$ cat config.mk
export PLATFORM = sky130hd
export DESIGN_NAME = minimax_wb
export DESIGN_NICKNAME = d
export VERILOG_FILES = /design/src/rtl/minimax_wb_pkg.sv /design/src/rtl/minimax_ld_fifo.sv /design/src/rtl/minimax_wb.sv
export SDC_FILE = /design/constraint.sdc
export NUM_CORES = 1
export LEC_CHECK = 0
export BUFFER_PORTS_ARGS = -buffer_cell sky130_fd_sc_hd__clkbuf_2
export CAP_MARGIN = 20
export CORE_ASPECT_RATIO = 1.4
export CORE_MARGIN = 2
export CORE_UTILIZATION = 50
export DETAILED_ROUTE_END_ITERATION = 12
export HOLD_SLACK_MARGIN = 0.12
export PLACE_DENSITY_LB_ADDON = 0.08
export SETUP_SLACK_MARGIN = 0.15
export SLEW_MARGIN = 20
export SYNTH_ARGS = -nofsm -noshare
export SYNTH_HDL_FRONTEND = slang
export SYNTH_SLANG_ARGS = --single-unit
$ cat constraint.sdc
create_clock -name clk -period 2.5 [get_ports clk]
set_input_delay 0 -clock clk [delete_from_list [all_inputs] [get_ports clk]]
set_output_delay 0 -clock clk [all_outputs]
set_load 0.005 [all_outputs]
$ cat src/rtl/minimax_wb_pkg.sv
// -----------------------------------------------------------------------------
// minimax_wb_pkg
//   Shared definitions for the minimax writeback stage:
//   - LOAD funct3 encodings (F3_LB .. F3_LHU)
//   - ld_entry_t: one tracked outstanding load {rd, funct3, offset}
//   - load_extend(): lane select plus sign/zero extension of a returned word
// -----------------------------------------------------------------------------
package minimax_wb_pkg;

   localparam logic [2:0] F3_LB  = 3'b000;
   localparam logic [2:0] F3_LH  = 3'b001;
   localparam logic [2:0] F3_LW  = 3'b010;
   localparam logic [2:0] F3_LBU = 3'b100;
   localparam logic [2:0] F3_LHU = 3'b101;

   typedef struct packed {
      logic [4:0] rd;
      logic [2:0] funct3;
      logic [1:0] offset;
   } ld_entry_t;

   // Byte lane follows offset[1:0]; half lane follows offset[1] only.
   // Reserved encodings (011, 110, 111) fall through to a full-word load.
   function automatic logic [31:0] load_extend(input logic [2:0]  funct3,
                                               input logic [1:0]  offset,
                                               input logic [31:0] rdata);
      logic [31:0] shifted;
      logic [7:0]  b;
      logic [15:0] h;
      shifted = rdata >> {offset, 3'b000};
      b       = shifted[7:0];
      h       = offset[1] ? rdata[31:16] : rdata[15:0];
      case (funct3)
         F3_LB:   return {{24{b[7]}}, b};
         F3_LBU:  return {24'h0, b};
         F3_LH:   return {{16{h[15]}}, h};
         F3_LHU:  return {16'h0, h};
         default: return rdata;
      endcase
   endfunction

endpackage

$ cat src/rtl/minimax_ld_fifo.sv
// -----------------------------------------------------------------------------
// minimax_ld_fifo
//   In-order tracker of outstanding loads. DEPTH-entry synchronous FIFO of
//   ld_entry_t, exposing the head entry plus every slot's rd and valid bit so
//   the writeback stage can compare against all pending destinations.
// Ports
//   clk, reset     clock, synchronous active-high reset
//   push, push_entry  enqueue one load (caller guarantees !full)
//   pop            dequeue head (caller guarantees !empty)
//   full, empty    occupancy flags
//   head           oldest entry
//   entry_valid    per-slot occupancy
//   entry_rd       per-slot destination register
// -----------------------------------------------------------------------------
module minimax_ld_fifo
   import minimax_wb_pkg::*;
#(
   parameter int DEPTH = 2
) (
   input  logic                  clk,
   input  logic                  reset,
   input  logic                  push,
   input  ld_entry_t             push_entry,
   input  logic                  pop,
   output logic                  full,
   output logic                  empty,
   output ld_entry_t             head,
   output logic [DEPTH-1:0]      entry_valid,
   output logic [DEPTH-1:0][4:0] entry_rd
);

   localparam int PTR_W = (DEPTH > 1) ? $clog2(DEPTH) : 1;
   localparam int CNT_W = $clog2(DEPTH) + 1;

   ld_entry_t              mem [DEPTH];
   logic [PTR_W-1:0]       rd_ptr;
   logic [PTR_W-1:0]       wr_ptr;
   logic [CNT_W-1:0]       count;

   function automatic logic [PTR_W-1:0] ptr_inc(input logic [PTR_W-1:0] p);
      if (p == PTR_W'(DEPTH - 1)) return '0;
      return p + PTR_W'(1);
   endfunction

   // NOTE: sequential state uses non-blocking assignments so every register
   // samples pre-edge values regardless of statement order.
   always_ff @(posedge clk) begin
      if (reset) begin
         rd_ptr      <= '0;
         wr_ptr      <= '0;
         count       <= '0;
         entry_valid <= '0;
      end else begin
         // Clear before set: a same-slot pop+push leaves the slot valid.
         if (pop) begin
            rd_ptr              <= ptr_inc(rd_ptr);
            entry_valid[rd_ptr] <= 1'b0;
         end
         if (push) begin
            wr_ptr              <= ptr_inc(wr_ptr);
            entry_valid[wr_ptr] <= 1'b1;
         end
         case ({push, pop})
            2'b10:   count <= count + CNT_W'(1);
            2'b01:   count <= count - CNT_W'(1);
            default: count <= count;
         endcase
      end
   end

   // NOTE: payload storage has no reset; entry_valid and count alone define
   // which slots are meaningful, so the array maps onto plain RAM/flops.
   always_ff @(posedge clk) begin
      if (push) mem[wr_ptr] <= push_entry;
   end

   always_comb begin
      for (int i = 0; i < DEPTH; i++) entry_rd[i] = mem[i].rd;
   end

   assign full  = (count == CNT_W'(DEPTH));
   assign empty = (count == '0);
   assign head  = mem[rd_ptr];

endmodule

$ cat src/rtl/minimax_wb.sv
// -----------------------------------------------------------------------------
// minimax_wb
//   Writeback stage feeding the minimax register file. Merges ALU results and
//   returned loads into one registered write port, tracks outstanding loads in
//   issue order, aligns/extends load data and flags decode read hazards.
// Ports
//   clk, reset                      clock, synchronous active-high reset
//   alu_valid/alu_ready/alu_rd/alu_data   ALU result handshake
//   ld_issue/ld_ready/ld_rd/ld_funct3/ld_offset   load issue handshake
//   mem_rvalid/mem_rdata            in-order load responses, no backpressure
//   rs_a, rs_b / hazard             decode source registers / stall request
//   wb_we/wb_addr/wb_data           registered RF write port
//   ld_pending                      tracker non-empty
//   err_unexpected                  sticky: response arrived with empty tracker
// -----------------------------------------------------------------------------
module minimax_wb
   import minimax_wb_pkg::*;
#(
   parameter int LD_DEPTH = 2,
   parameter int XLEN     = 32
) (
   input  logic            clk,
   input  logic            reset,
   input  logic            alu_valid,
   output logic            alu_ready,
   input  logic [4:0]      alu_rd,
   input  logic [XLEN-1:0] alu_data,
   input  logic            ld_issue,
   output logic            ld_ready,
   input  logic [4:0]      ld_rd,
   input  logic [2:0]      ld_funct3,
   input  logic [1:0]      ld_offset,
   input  logic            mem_rvalid,
   input  logic [XLEN-1:0] mem_rdata,
   input  logic [4:0]      rs_a,
   input  logic [4:0]      rs_b,
   output logic            hazard,
   output logic            wb_we,
   output logic [4:0]      wb_addr,
   output logic [XLEN-1:0] wb_data,
   output logic            ld_pending,
   output logic            err_unexpected
);

   logic                     full;
   logic                     empty;
   logic                     push;
   logic                     pop;
   ld_entry_t                head;
   logic [LD_DEPTH-1:0]      entry_valid;
   logic [LD_DEPTH-1:0][4:0] entry_rd;

   logic alu_rd_owed;
   logic rs_a_owed;
   logic rs_b_owed;
   logic alu_fire;

   // A response that arrives while the tracker is empty is never popped, even
   // if a load is pushed in the same cycle: that entry is not yet visible.
   assign pop      = mem_rvalid & ~empty;
   assign ld_ready = ~full;
   assign push     = ld_issue & ld_ready;

   minimax_ld_fifo #(
      .DEPTH (LD_DEPTH)
   ) u_ld_fifo (
      .clk         (clk),
      .reset       (reset),
      .push        (push),
      .push_entry  ('{rd: ld_rd, funct3: ld_funct3, offset: ld_offset}),
      .pop         (pop),
      .full        (full),
      .empty       (empty),
      .head        (head),
      .entry_valid (entry_valid),
      .entry_rd    (entry_rd)
   );

   // NOTE: every always_comb output gets a default first so no path leaves it
   // unassigned and infers a latch.
   always_comb begin
      alu_rd_owed = 1'b0;
      rs_a_owed   = 1'b0;
      rs_b_owed   = 1'b0;
      for (int i = 0; i < LD_DEPTH; i++) begin
         if (entry_valid[i] && entry_rd[i] == alu_rd) alu_rd_owed = 1'b1;
         if (entry_valid[i] && entry_rd[i] == rs_a)   rs_a_owed   = 1'b1;
         if (entry_valid[i] && entry_rd[i] == rs_b)   rs_b_owed   = 1'b1;
      end
   end

   // Load responses own the port; an ALU write to a register still owed by an
   // older load waits so the load cannot overwrite it afterwards.
   assign alu_ready = ~(mem_rvalid & ~empty) & ~((alu_rd != 5'd0) & alu_rd_owed);
   assign alu_fire  = alu_valid & alu_ready;

   // Hazard also covers the value sitting in the writeback register, which the
   // register file has not absorbed yet.
   assign hazard = ((rs_a != 5'd0) && (rs_a_owed || (wb_we && rs_a == wb_addr))) ||
                   ((rs_b != 5'd0) && (rs_b_owed || (wb_we && rs_b == wb_addr)));

   assign ld_pending = ~empty;

   always_ff @(posedge clk) begin
      if (reset) begin
         wb_we          <= 1'b0;
         wb_addr        <= '0;
         wb_data        <= '0;
         err_unexpected <= 1'b0;
      end else begin
         wb_we <= 1'b0;
         // x0 writes are consumed normally but never enabled.
         if (pop) begin
            wb_we   <= (head.rd != 5'd0);
            wb_addr <= head.rd;
            wb_data <= load_extend(head.funct3, head.offset, mem_rdata);
         end else if (alu_fire) begin
            wb_we   <= (alu_rd != 5'd0);
            wb_addr <= alu_rd;
            wb_data <= alu_data;
         end
         if (mem_rvalid && empty) err_unexpected <= 1'b1;
      end
   end

endmodule

==> results by stage, run 1 <==
Outcome:
- The flow ran to the end, and the final reports show no timing, DRC or antenna violations.

Global route:
- The via count of the first global-routing pass is 3921.
- Entering global routing, the biggest net connects 56 pins.
- The initial antenna violation count is 0.
- The first-pass GRT wire length is 19000 µm.
- The overall routing resource usage is 29.4%.
- Summed over all layers, the global routing overflow is 0.

Clocking:
- The clock tree from TritonCTS is built.
- The clock net in this run drives a total of 66 sinks.
- The H-tree depth is 3.
- In this run the deepest clock path goes through 2 buffers.
- Clock tree synthesis selected as its root buffer the cell sky130_fd_sc_hd__clkbuf_8.
- The number of setup buffers added after CTS is 0.
- Clock-pin slew was measured on the worst setup and hold paths at 70 ps.
- The clock latency reported for the late side of the worst-skew pair is between 300 and 400 ps.
- The number of clock buffers inserted by TritonCTS is 9.

Yosys:
- The share of synthesized area spent on multiplexers is 11.1%.
- For this run, the leading register cell type out of synthesis is sky130_fd_sc_hd__dfxtp_1.
- The share of flip-flops with an asynchronous set or reset after synthesis is 0%.
- After Yosys synthesis, XOR and XNOR cells account for 10.3% of the synthesized area.
- After synthesis, the largest area contributor takes up 24.6% of total cell area.
- The number of enable flip-flop cells after synthesis is 20.
- Of the total synthesized cell area, the portion taken by full adders, half adders and majority gates is less than 1%.
- The mean area per synthesized cell is 10.2 µm².
- The dominant combinational cell family by area after synthesis is compound AO/OA/AOI/OAI gates.
- For this run, the register share of the synthesized area comes to 40.6%.
- By area the synthesized netlist is led by sky130_fd_sc_hd__dfxtp_1 (25%), sky130_fd_sc_hd__edfxtp_1 (16%), sky130_fd_sc_hd__mux2i_1 (9.9%).
- After synthesis, the netlist uses 47 different library cells.
- The largest total area in the synthesized netlist belongs to sky130_fd_sc_hd__dfxtp_1.
- The simple-gate share of the synthesized area is 13.7%.
- The net count after synthesis is 463.
- The post-synthesis register bit count is 66.
- The mapped netlist covers 3750 µm².
- The synthesized netlist devotes 20.2% of its cell area to compound gates.
- During synthesis, Yosys emitted a total of 0 warnings.
- The count of mapped cells out of synthesis is 368.

Drt:
- The number of remaining DRC errors is 0.
- The remaining number of nets flagged by the antenna check after routing is 0.
- The number of vias per cell is 5.66.
- Detailed routing inserted a total of 3886 vias.
- After detailed routing, the total wire length is 12300 µm.
- The first-pass iteration count of the detailed router is 6.
- In this run, the number of DRC markers left after iteration 0 of detailed routing was between 200 and 300.
- In the final routed layout, each cell accounts on average for 17.9 µm.

Floorplan:
- The die span in y is 106 µm.
- The initial cell density of the core is 51.2%.
- The die footprint is 8220 µm².
- The region available for standard cell placement spans 7310 µm².
- 137 I/O pins were placed.
- The width of the die is 77.2 µm.
- The count of standard-cell rows is 37.

Finish:
- Cells with a size suffix above 1 make up between 30% and 40% of the layout.
- The top cell types in the final layout, fill and taps aside, are sky130_fd_sc_hd__clkbuf_2 (135), sky130_fd_sc_hd__dlygate4sd3_1 (79), sky130_fd_sc_hd__dfxtp_1 (46).
- Fill cells in the final layout number 544.
- The library cell used most frequently in the layout, excluding fill and tap cells, is sky130_fd_sc_hd__clkbuf_2.
- The summed area of non-filler cells in the final layout is about 5500 µm².
- The repair_antennas step left the layout with diodes totalling 0.
- For this run, the post-layout net count is 680.
- From synthesis to final layout, the design area changed by 47.0%.

STA:
- Headroom to the max-slew limit came out at 30.1%.
- Hold timing on the final database bottoms out at a slack of around 120 ps.
- The total of endpoints with negative setup slack in the final report is 0.
- Derived from the worst setup path, the maximum achievable clock frequency is 438 MHz.
- The final worst-path cycle share is 91.4%.
- The final number of hold-violating endpoints is 0.
- The shortest clock period the worst path allows after layout is between 2000 and 2500 ps.
- Between clock sinks in the finished design, the worst skew comes to 10.7 ps.
- Setup repair after global routing could not meet its margin everywhere.
- The final-report max-slew violation count was 0.
- The final sum of negative setup slack is 0 ps.
- For the pin with the worst max-slew slack, the measured transition is 1050 ps.

Setup path:
- The critical path is of the register to register type.
- Among cell families on the critical path, the largest total delay comes from simple AND/OR/NAND/NOR gates.
- The critical path arrival is 2540 ps.
- The launching element type of the critical path is a register.
- STA classifies the critical path endpoint as a register.
- At the worst endpoint, the required time is about 2800 ps.
- The maximum fanout encountered on the critical timing path is 9.
- Counting both buffers and inverters, the worst setup path holds a total of 0.
- The slowest cell on the critical path is sky130_fd_sc_hd__edfxtp_1.
- The signal on the critical path passes through xor2_1 -> nor4_1 -> nand4b_1 -> nand3_1 -> nand2_1 -> o32ai_1.
- On the worst path, the slowest cell contributes a delay of between 500 and 600 ps.

Pwr:
- The total leakage power is 2.40 nW.
- The portion of total power attributed to the clock network is a little over a fifth.
- Cell internal power was estimated by the tool at 0.00278 W.
- The maximum vdd ir drop is 724 µV.
- The net switching power is 0.00162 W.
- The power per standard cell area is approximately 800 nW/µm².
- Net switching is 36.8% of the power.
- The sequential share of power is ~37%.
- Combinational logic is responsible for roughly two fifths of the overall power.

Placed design:
- Routability-driven placement finished with a final weighted congestion of 0.850.
- The number of I/O port buffers is 136.
- The half-perimeter wire length after placement is between 7000 and 8000 µm.
- After detailed placement, the total cell area comes to 4500 µm².

Flow run:
- Max-cap violations in this run came to 0.

Hold path:
- The class of the most critical hold timing path is input port to register.
what timing repair did:
item / 4_1_cts / 5_1_grt
gates resized for setup: 1 / 1
endpoints found under the hold margin: 59 / 0
setup endpoints to repair: 21 / 31
hold buffers: 79 / 0
pin swaps: 0 / 1
gates cloned: 0 / 1
worst paths after layout:
path	slack (ps)	from	cells past startpoint	to
setup / recovery	220	u_ld_fifo.mem[1][6]	6	wb_data[11]
setup reg to reg	220	u_ld_fifo.mem[1][6]	6	wb_data[11]
hold reg to reg	480	err_unexpected	2	err_unexpected
hold / removal	120	mem_rdata[7]	3	wb_data[7]
logic make-up after synthesis:
kind of cell | after synthesis
flip-flops | 66
adder cells (fa/ha/maj) | 1
AND/OR/NAND/NOR | 102
XOR/XNOR | 44
AO/OA/AOI/OAI | 92
buffers and inverters | 23
multiplexers | 40
power by group through the flow:
| stage | logic, W | clock network, W | registers [W] |
|---|---|---|---|
| final | 0.00181 | 0.000967 | 0.00162 |
| after global placement | 0.00166 | 0 | 0.00163 |
| after detailed placement | 0.00168 | 0 | 0.00163 |
| after global routing | 0.00197 | 0.00102 | 0.00164 |
| after CTS | 0.00178 | 0.000983 | 0.00161 |
| after floorplan | 0.00111 | 0 | 0.00159 |
stage by stage:
stage | utilization, % | instances | setup slack (ps) | total power, W
2_1_floorplan | - | 368 | 354 | 0.00270
3_3_place_gp | 61.5 | 591 | 110 | 0.00328
3_5_place_dp | 61.5 | 591 | 109 | 0.00331
4_1_cts | 75.2 | 686 | 220 | 0.00437
5_1_grt | 75.3 | 687 | 64.5 | 0.00463
6_report | 75.3 | 687 | 216 | 0.00439
state kept, by name, summed over array words and instances, names as in the netlist, named ones only:
signal                 flops
wb_data                   32
u_ld_fifo.mem             20
wb_addr                    5
u_ld_fifo.count            2
u_ld_fifo.entry_valid      2
err_unexpected             1
u_ld_fifo.rd_ptr           1
u_ld_fifo.wr_ptr           1
wb_we                      1
worst min-delay path: stages:
cell and delay [ps]:
sky130_fd_sc_hd__clkbuf_2 110, sky130_fd_sc_hd__a2111oi_0 110, sky130_fd_sc_hd__o32ai_1 210
synthesized netlist by cell type, types with 4 or more instances:
cell and n:
sky130_fd_sc_hd__nand3_1 9, sky130_fd_sc_hd__a211oi_1 7, sky130_fd_sc_hd__nor2_1 20, sky130_fd_sc_hd__mux2i_1 37, sky130_fd_sc_hd__a21o_1 4, sky130_fd_sc_hd__xor2_1 34, sky130_fd_sc_hd__a21oi_1 15, sky130_fd_sc_hd__o32ai_1 9
sky130_fd_sc_hd__a221oi_1 21, sky130_fd_sc_hd__edfxtp_1 20, sky130_fd_sc_hd__xnor2_1 10, sky130_fd_sc_hd__a31oi_1 4, sky130_fd_sc_hd__nand2_1 31, sky130_fd_sc_hd__dfxtp_1 46, sky130_fd_sc_hd__clkbuf_1 12, sky130_fd_sc_hd__o21ai_0 10
sky130_fd_sc_hd__nor4_1 9, sky130_fd_sc_hd__a221oi_2 10, sky130_fd_sc_hd__nand2b_1 14
routing by layer:
metal	GRT usage, %	vias up	part of all wire (%)
li1	-	1843	-
met1	31.5	1851	38
met2	52.8	165	52
met3	7.22	27	6.4
met4	15.1	0	2.8
met5	0	-	0
area by class of cell:
| cell class | count | area, µm² | share of cell area (%) |
|---|---|---|---|
| well taps | 97 | 121 | 2.20 |
| multi-input cells | 280 | 2100 | 38.1 |
| clock buffers | 10 | 128 | 2.32 |
| flip-flops and latches | 66 | 1520 | 27.6 |
| inverters | 2 | 7.51 | 0.136 |
| repair buffers | 226 | 1550 | 28.2 |
| clock inverters | 6 | 81.3 | 1.48 |
No activity file was read; power rests on OpenSTA's default activity.
==> run 2, diff against run 1 <==
--- a/config.mk
+++ b/config.mk
@@ -6,13 +6,13 @@
 export NUM_CORES = 1
 export LEC_CHECK = 0
 export BUFFER_PORTS_ARGS = -buffer_cell sky130_fd_sc_hd__clkbuf_2
-export CAP_MARGIN = 20
 export CORE_ASPECT_RATIO = 1.4
 export CORE_MARGIN = 2
 export CORE_UTILIZATION = 50
+export CTS_CLUSTER_DIAMETER = 40
 export DETAILED_ROUTE_END_ITERATION = 12
 export HOLD_SLACK_MARGIN = 0.12
-export PLACE_DENSITY_LB_ADDON = 0.08
+export PLACE_DENSITY = 0.83
 export SETUP_SLACK_MARGIN = 0.15
 export SLEW_MARGIN = 20
 export SYNTH_ARGS = -nofsm -noshare
==> run 2 against run 1 <==
  * Count of clock-buffer cells in the layout unchanged
  * Clock power decreased by 13%
  * Critical path depth increased by 2
  * First-iteration DRC count increased by 120%
  * Core utilization increased by 1.3 points
  * Sequential share of layout area decreased by 0.43 points
  * Cell area increased by 1.7%
  * Maximum frequency decreased by 6.8%
  * Flip-flop and latch count unchanged
  * Critical path type is now input port to register
  * Largest cell class unchanged
==> results by stage, run 2 (same netlist as run 1, synthesis figures left out) <==
Setup path:
- Traced cell by cell, the critical path runs through dlygate4sd3_1 -> clkbuf_2 -> or4_1 -> nor2_1 -> nand4b_1 -> and3_4 -> mux2i_1 -> a221oi_2.
- On the critical path, the stage with the largest delay is an instance of sky130_fd_sc_hd__dlygate4sd3_1.
- The maximum fanout encountered on the critical timing path was 10 (+1).
- The kind of capture point of the worst setup path is a register.
- The worst setup path startpoint is alu_rd[2].
- In this run the critical register-to-register path is launched from u_ld_fifo.mem[1][5].
- The maximum cell stage delay along the critical path is 530 ps (+20 ps).
- The cell depth of the worst setup path is 8 (+2).
- The length in cells of the worst reg-to-reg path is 6 (unchanged).
- The critical path data required time is 2690 ps (-70 ps).
- The launching element type of the critical path is an input port.
- The critical path in this run is classified as input port to register.
- On the critical path the largest part of the delay comes from simple AND/OR/NAND/NOR gates.
- The critical path arrival is 2640 ps (+100 ps).
- The number of buffers and inverters on the critical path is 2 (+2).

Floorplan:
- The count of boundary I/O pins is 137 (unchanged).
- The die footprint is 8220 µm² (unchanged).
- The count of standard-cell rows is 37 (unchanged).
- The area inside the core boundary is 7310 µm² (unchanged).
- The die span in y is 106 µm (unchanged).
- The initial cell density of the core was 51.2% (unchanged).
- The width of the die is 77.2 µm (unchanged).

STA:
- The final worst-path cycle share is 98.0% (+6.7 points).
- The worst clock skew is 13.2 ps (+2.49 ps).
- The final-report max-slew violation count is 0 (unchanged).
- The total of endpoints with negative setup slack in the final report was 0 (unchanged).
- The final sum of negative setup slack is 0 ps (unchanged).
- The transition time at the pin with the least slew margin was 1030 ps (-16.5 ps).
- Setup repair after global routing could not meet its margin everywhere.
- The relative slew slack is 31.2% (+1.1 points).
- The shortest clock period the worst path allows after layout came to 2450 ps (+167 ps).
- The final number of hold-violating endpoints is 0 (unchanged).
- The fmax was 408 MHz (-6.8%).

Finish:
- In the final layout, the registers with the most flip-flops are wb_data x32, u_ld_fifo.mem x20, wb_addr x5.
- In the layout the commonest cells are sky130_fd_sc_hd__clkbuf_2 (136), sky130_fd_sc_hd__dlygate4sd3_1 (76), sky130_fd_sc_hd__dfxtp_1 (45).
- The most frequent standard cell in the layout excluding fill and tap cells is sky130_fd_sc_hd__clkbuf_2.
- The final cell count without fillers was 697 (+1.5%).
- wb_data holds more flip-flops than any other register.
- The total of fill cells in the finished design is 450 (-17%).
- The area of combinational cells with multiple inputs is 2150 µm² (+2.6%).
- The register cell area after layout is 1520 µm² (about the same).
- The fraction of layout instances using a drive strength above 1 is 33.9% (+3.4 points).
- The synthesis-to-layout area growth is 49.5%.
- The final layout net count was 688 (+1.2%).
- The flip-flop count of the largest register, all copies and words added was 32 (unchanged).

Drt:
- The first-pass iteration count of the detailed router is 11 (+5).
- The final wirelength is 14900 µm (+21%).
- The iteration-0 DRC count of the detailed router came to 584 (+120%).
- The remaining number of nets flagged by the antenna check after routing came to 0 (unchanged).
- The number of remaining DRC errors is 0 (unchanged).
- The average wire per standard cell was 21.4 µm (+19%).
- The number of vias per cell was 6.26 (+11%).
- The total number of vias is 4362 (+12%).

Global route:
- The largest net degree at the start of global routing is 43 (-23%).
- The via count of the first global-routing pass came to 4221 (+7.7%).
- The global-route congestion overflow total is 0 (unchanged).
- The initial antenna violation count came to 2 (+2).
- The overall routing resource usage is 32.9% (+3.5 points).
- The first-pass GRT wire length is 21400 µm (+13%).

Clocking:
- The clock-pin slew reported for the worst setup and hold paths after clock tree synthesis is 80 ps (about the same).
- The clock latency reported for the late side of the worst-skew pair was 340 ps (about the same).
- The number of clock buffers inserted by TritonCTS is 9 (unchanged).
- The number of clock sinks is 66 (unchanged).
- The root buffer cell chosen for the clock tree is sky130_fd_sc_hd__clkbuf_8.
- The clock tree from TritonCTS is built.
- The H-tree depth came to 3 (unchanged).
- The buffer depth of the longest clock path is 2 (unchanged).

Placed design:
- The cell total after placement is 594 (+0.51%).
- The half-perimeter wire length after placement is 8210 µm (+4.5%).
- The final weighted congestion in routability-driven placement is 0.884 (+4.0%).
- The number of I/O port buffers is 136 (unchanged).

Pwr:
- The power per standard cell area was 796 nW/µm² (-0.20%).
- The maximum vdd ir drop came to 670 µV (-7.6%).
- The total leakage power was 2.46 nW (+2.3%).

Flow run:
- The reported max-cap violation count is 0 (unchanged).

Hold path:
- The worst min-delay path startpoint is alu_valid.
- The hold-critical path depth was 3 (unchanged).
- The class of the most critical hold timing path is input port to register.

Outcome:
- The run finished with clean final reports.
run 2: cell count changes in the layout (fill, tap and decap cells not counted), sizes merged:
cell         before  now
diode             0    2
dlygate4sd3      79   76
clkbuf          145  146
bufinv            2    0
clkinv            3    5
buf              12   22
run 2: path summary, 6_finish.rpt:
path | end | slack, ps
max | wb_data[23] | 50
min | wb_data[6] | 100
max reg2reg | wb_data[23] | 70
min reg2reg | err_unexpected | 480
run 2: cell type report:
type | count | area share, %
multi-input cells | 280 | 38.4
diodes | 2 | 0.0893
repair buffers | 234 | 28.7
clock inverters | 6 | 0.715
clock buffers | 10 | 2.66
inverters | 2 | 0.134
flip-flops and latches | 66 | 27.2
well taps | 97 | 2.17
run 2: worst min-delay path, cell delays in order:
cell	delay, ps
sky130_fd_sc_hd__clkbuf_2	120
sky130_fd_sc_hd__nand3_2	160
sky130_fd_sc_hd__o31a_1	130
run 2: power by group:
part / internal, W / total (W) / switching, W
registers: 0.00139 / 0.00165 / 0.000257
logic: 0.000861 / 0.00197 / 0.00111
clock network: 0.000418 / 0.000839 / 0.000422
total: 0.00267 / 0.00446 / 0.00179
run 2: routing by layer:
layer  vias up  wire (µm)  global-route usage [%]  share of wire [%]
li1       1860          -                       -                  -
met1      1973       4980                    36.0                 33
met2       380       7110                    55.6                 48
met3       149       1380                    6.71                9.3
met4         0       1420                    24.2                9.6
met5         -          0                       0                  0
run 2: timing repair:
action,CTS,global route
buffers inserted,0,8
gates cloned,0,1
hold buffers,76,0
resized for setup,2,10
hold endpoints to repair,59,0
pin swaps,0,4
endpoints found under the setup margin,27,22
run 2: metrics by stage:
| stage | utilization (%) | total power (W) | area [µm²] | setup WS [ps] | hold slack [ps] |
|---|---|---|---|---|---|
| floorplan | - | 0.00270 | 3750 | 354 | 98.9 |
| global placement | 61.8 | 0.00327 | 4520 | 109 | 192 |
| detailed placement | 61.8 | 0.00331 | 4520 | 103 | 194 |
| CTS | 74.8 | 0.00423 | 5470 | 222 | 120 |
| global route | 76.6 | 0.00465 | 5600 | 21.4 | 135 |
| finish | 76.6 | 0.00446 | 5600 | 49.1 | 105 |
==> run 3, diff against run 2 <==
--- a/config.mk
+++ b/config.mk
@@ -5,14 +5,13 @@
 export SDC_FILE = /design/constraint.sdc
 export NUM_CORES = 1
 export LEC_CHECK = 0
-export BUFFER_PORTS_ARGS = -buffer_cell sky130_fd_sc_hd__clkbuf_2
 export CORE_ASPECT_RATIO = 1.4
-export CORE_MARGIN = 2
 export CORE_UTILIZATION = 50
 export CTS_CLUSTER_DIAMETER = 40
 export DETAILED_ROUTE_END_ITERATION = 12
+export DONT_BUFFER_PORTS = 1
 export HOLD_SLACK_MARGIN = 0.12
-export PLACE_DENSITY = 0.83
+export PLACE_DENSITY = 0.7
 export SETUP_SLACK_MARGIN = 0.15
 export SLEW_MARGIN = 20
 export SYNTH_ARGS = -nofsm -noshare
==> constraint.sdc (replaced) <==
create_clock -name clk -period 2.22 [get_ports clk]
set_input_delay 0 -clock clk [delete_from_list [all_inputs] [get_ports clk]]
set_output_delay 0 -clock clk [all_outputs]
set_load 0.005 [all_outputs]
==> run 3 against run 2 <==
  * Clock skew barely moved
  * First-iteration DRC count shrank 46%
  * Power grew 10%
  * Register-to-register slack improved by 50 ps
  * Non-clock buffer count fell by 117
  * Sequential share of layout area grew 2.2 points
  * Flip-flop and latch count unchanged
  * Wire length decreased by 15%
  * Via count fell by 16%
  * Highest routed layer unchanged
==> results by stage, run 3 (same netlist as run 1, synthesis figures left out) <==
Floorplan:
- The count of boundary I/O pins is 137 (unchanged).
- The die span in y was 104 µm (-1.9%).
- The initial cell density of the core was 51.2% (unchanged).
- The width of the die is 75.2 µm (-2.6%).
- The die footprint was 7850 µm² (-4.4%).
- The count of standard-cell rows is 37 (unchanged).
- The area inside the core boundary is 7310 µm² (unchanged).

STA:
- The worst clock skew is 12.8 ps (-0.400 ps).
- Setup repair after global routing could not meet its margin everywhere.
- After layout, the worst path uses 94.7% of the clock period.
- For the finished layout, the period the worst path requires is about 2100 ps.
- The fmax is roughly 480 MHz.
- The transition time at the pin with the least slew margin is 493 ps (-540 ps).
- The total of endpoints with negative setup slack in the final report is 0 (unchanged).
- The final sum of negative setup slack came to 0 ps (unchanged).
- The relative slew slack came to 66.3% (+35 points).
- The final number of hold-violating endpoints is 0 (unchanged).
- The final-report max-slew violation count is 0 (unchanged).

Finish:
- The fraction of layout instances using a drive strength above 1 is 16.7% (-17 points).
- The final layout net count is 570 (-17%).
- The largest registers in the layout are wb_data x32, u_ld_fifo.mem x20, wb_addr x5.
- The library cells used most frequently in the layout, excluding fill and tap cells, are sky130_fd_sc_hd__dlygate4sd3_1 (84), sky130_fd_sc_hd__dfxtp_1 (44), sky130_fd_sc_hd__xor2_1 (34), sky130_fd_sc_hd__mux2i_1 (34), sky130_fd_sc_hd__nand2_1 (30).
- wb_data holds more flip-flops than any other register.
- The synthesis-to-layout area growth is 38.4%.
- The most frequent standard cell in the layout excluding fill and tap cells is sky130_fd_sc_hd__dlygate4sd3_1.
- The final cell count without fillers came to 578 (-17%).
- The flip-flop count of the largest register, all copies and words added came to 32 (unchanged).
- The final cell utilization of the core was 70.9% (-5.7 points).

Placed design:
- The final weighted congestion in routability-driven placement is 0.875 (-1.0%).
- The half-perimeter wire length after placement is 7420 µm (-9.6%).
- The cell total after placement is 462 (-22%).
- The number of I/O port buffers is 0 (-100%).

Global route:
- The initial antenna violation count is 0 (-2).
- The largest net degree at the start of global routing is 56 (+30%).
- The global-route congestion overflow total is 0 (unchanged).
- The via count of the first global-routing pass is 3507 (-17%).
- The overall routing resource usage is 29.4% (-3.4 points).
- The first-pass GRT wire length is 17300 µm (-19%).

Pwr:
- The total leakage power is 2.00 nW (-19%).
- The portion of total power attributed to the clock network is 21.9% (+3.1 points).
- The maximum vdd ir drop is 739 µV (+10%).
- The net switching power came to 0.00185 W (+3.1%).
- The sequential share of power is 38.0% (+1.1 points).
- The internal cell power is 0.00307 W (+15%).
- The combinational share of power is 40.0% (-4.3 points).
- The switching power as a share of total power is 37.6% (-2.6 points).
- The power per standard cell area was 948 nW/µm² (+19%).

Drt:
- The final wirelength is 12700 µm (-15%).
- The average wire per standard cell is 21.9 µm (+2.6%).
- The first-pass iteration count of the detailed router is 5 (-6).
- The total number of vias is 3648 (-16%).
- The remaining number of nets flagged by the antenna check after routing is 0 (unchanged).
- The iteration-0 DRC count of the detailed router was 315 (-46%).
- The number of remaining DRC errors is 0 (unchanged).
- The number of vias per cell came to 6.31 (+0.85%).

Setup path:
- The critical path arrival is 2360 ps (-280 ps).
- The worst setup path startpoint is u_ld_fifo.mem[1][8].
- The maximum fanout encountered on the critical timing path came to 9 (-1).
- The critical path data required time came to 2470 ps (-220 ps).
- The launching element type of the critical path is a register.
- The worst setup path is of the register to register kind.
- The worst setup path is captured at a register.
- The worst register-to-register path begins at u_ld_fifo.mem[1][8].

Outcome:
- The run finished with clean final reports.

Hold path:
- The class of the most critical hold timing path is input port to output pin.
- The worst min-delay path startpoint is rs_b[0].

Flow run:
- The reported max-cap violation count is 0 (unchanged).

Clocking:
- The buffer depth of the longest clock path was 2 (unchanged).
- The CTS root buffer is sky130_fd_sc_hd__clkbuf_8.
- The number of clock sinks is 66 (unchanged).
- The clock-pin slew reported for the worst setup and hold paths after clock tree synthesis is 70 ps (about the same).
- The number of clock buffers inserted by TritonCTS was 9 (unchanged).
- The H-tree depth is 3 (unchanged).
- The clock latency reported for the late side of the worst-skew pair is 350 ps (about the same).
- TritonCTS built the clock tree.
run 3: metrics by stage:
stage                     hold WS, ps  cell area, µm²  total power [W]  worst slack, ps
after floorplan                  98.9            3760          0.00305              110
after global placement           71.9            3880          0.00341              134
after detailed placement         74.5            3880          0.00345              104
after CTS                         121            4970          0.00469              168
after global routing              156            5180          0.00515             30.7
final                             131            5190          0.00492              118
run 3: power groups by stage:
stage | Sequential, W | Clock [W] | Combinational, W
2_1_floorplan | 0.00179 | 0 | 0.00126
3_3_place_gp | 0.00186 | 0 | 0.00155
3_5_place_dp | 0.00187 | 0 | 0.00158
4_1_cts | 0.00184 | 0.00108 | 0.00177
5_1_grt | 0.00190 | 0.00114 | 0.00211
6_report | 0.00187 | 0.00108 | 0.00197
run 3: worst paths after layout:
check / slack [ps] / end / cells past startpoint
min reg2reg: 530 / wb_data[12] / 2
min: 130 / hazard / 2
max: 120 / wb_data[22] / 7
max reg2reg: 120 / wb_data[22] / 7
run 3: metal layers:
metal,part of all wire (%),vias to the layer above,global-route usage [%]
met1,36,1722,32.7
met5,0,-,0
met2,50,257,50.1
met3,9.4,50,8.24
met4,4.1,0,14.2
li1,-,1619,-
run 3: area by class of cell:
| class | instances | area, µm² |
|---|---|---|
| sequential | 66 | 1520 |
| fill | 509 | 2130 |
| antenna | 1 | 2.50 |
| multi-input combinational | 279 | 2150 |
| clock inverter | 4 | 46.3 |
| clock buffer | 12 | 166 |
| tap | 97 | 121 |
| inverter | 2 | 7.51 |
| timing repair buffer | 117 | 1170 |
run 3: timing repair:
item,4_1_cts,5_1_grt
setup buffers,1,11
hold buffers,85,0
hold endpoints to repair,66,0
pin swaps,0,10
resized for setup,1,15
cloned,0,2
endpoints found under the setup margin,7,38
run 3: critical path: stages (launching register included):
cell                       delay (ps)
sky130_fd_sc_hd__edfxtp_1         420
sky130_fd_sc_hd__xor2_1           180
sky130_fd_sc_hd__nor4_2           330
sky130_fd_sc_hd__nand4b_1         220
sky130_fd_sc_hd__and3_4           250
sky130_fd_sc_hd__buf_16           160
sky130_fd_sc_hd__mux2i_2          170
sky130_fd_sc_hd__a221oi_2         260
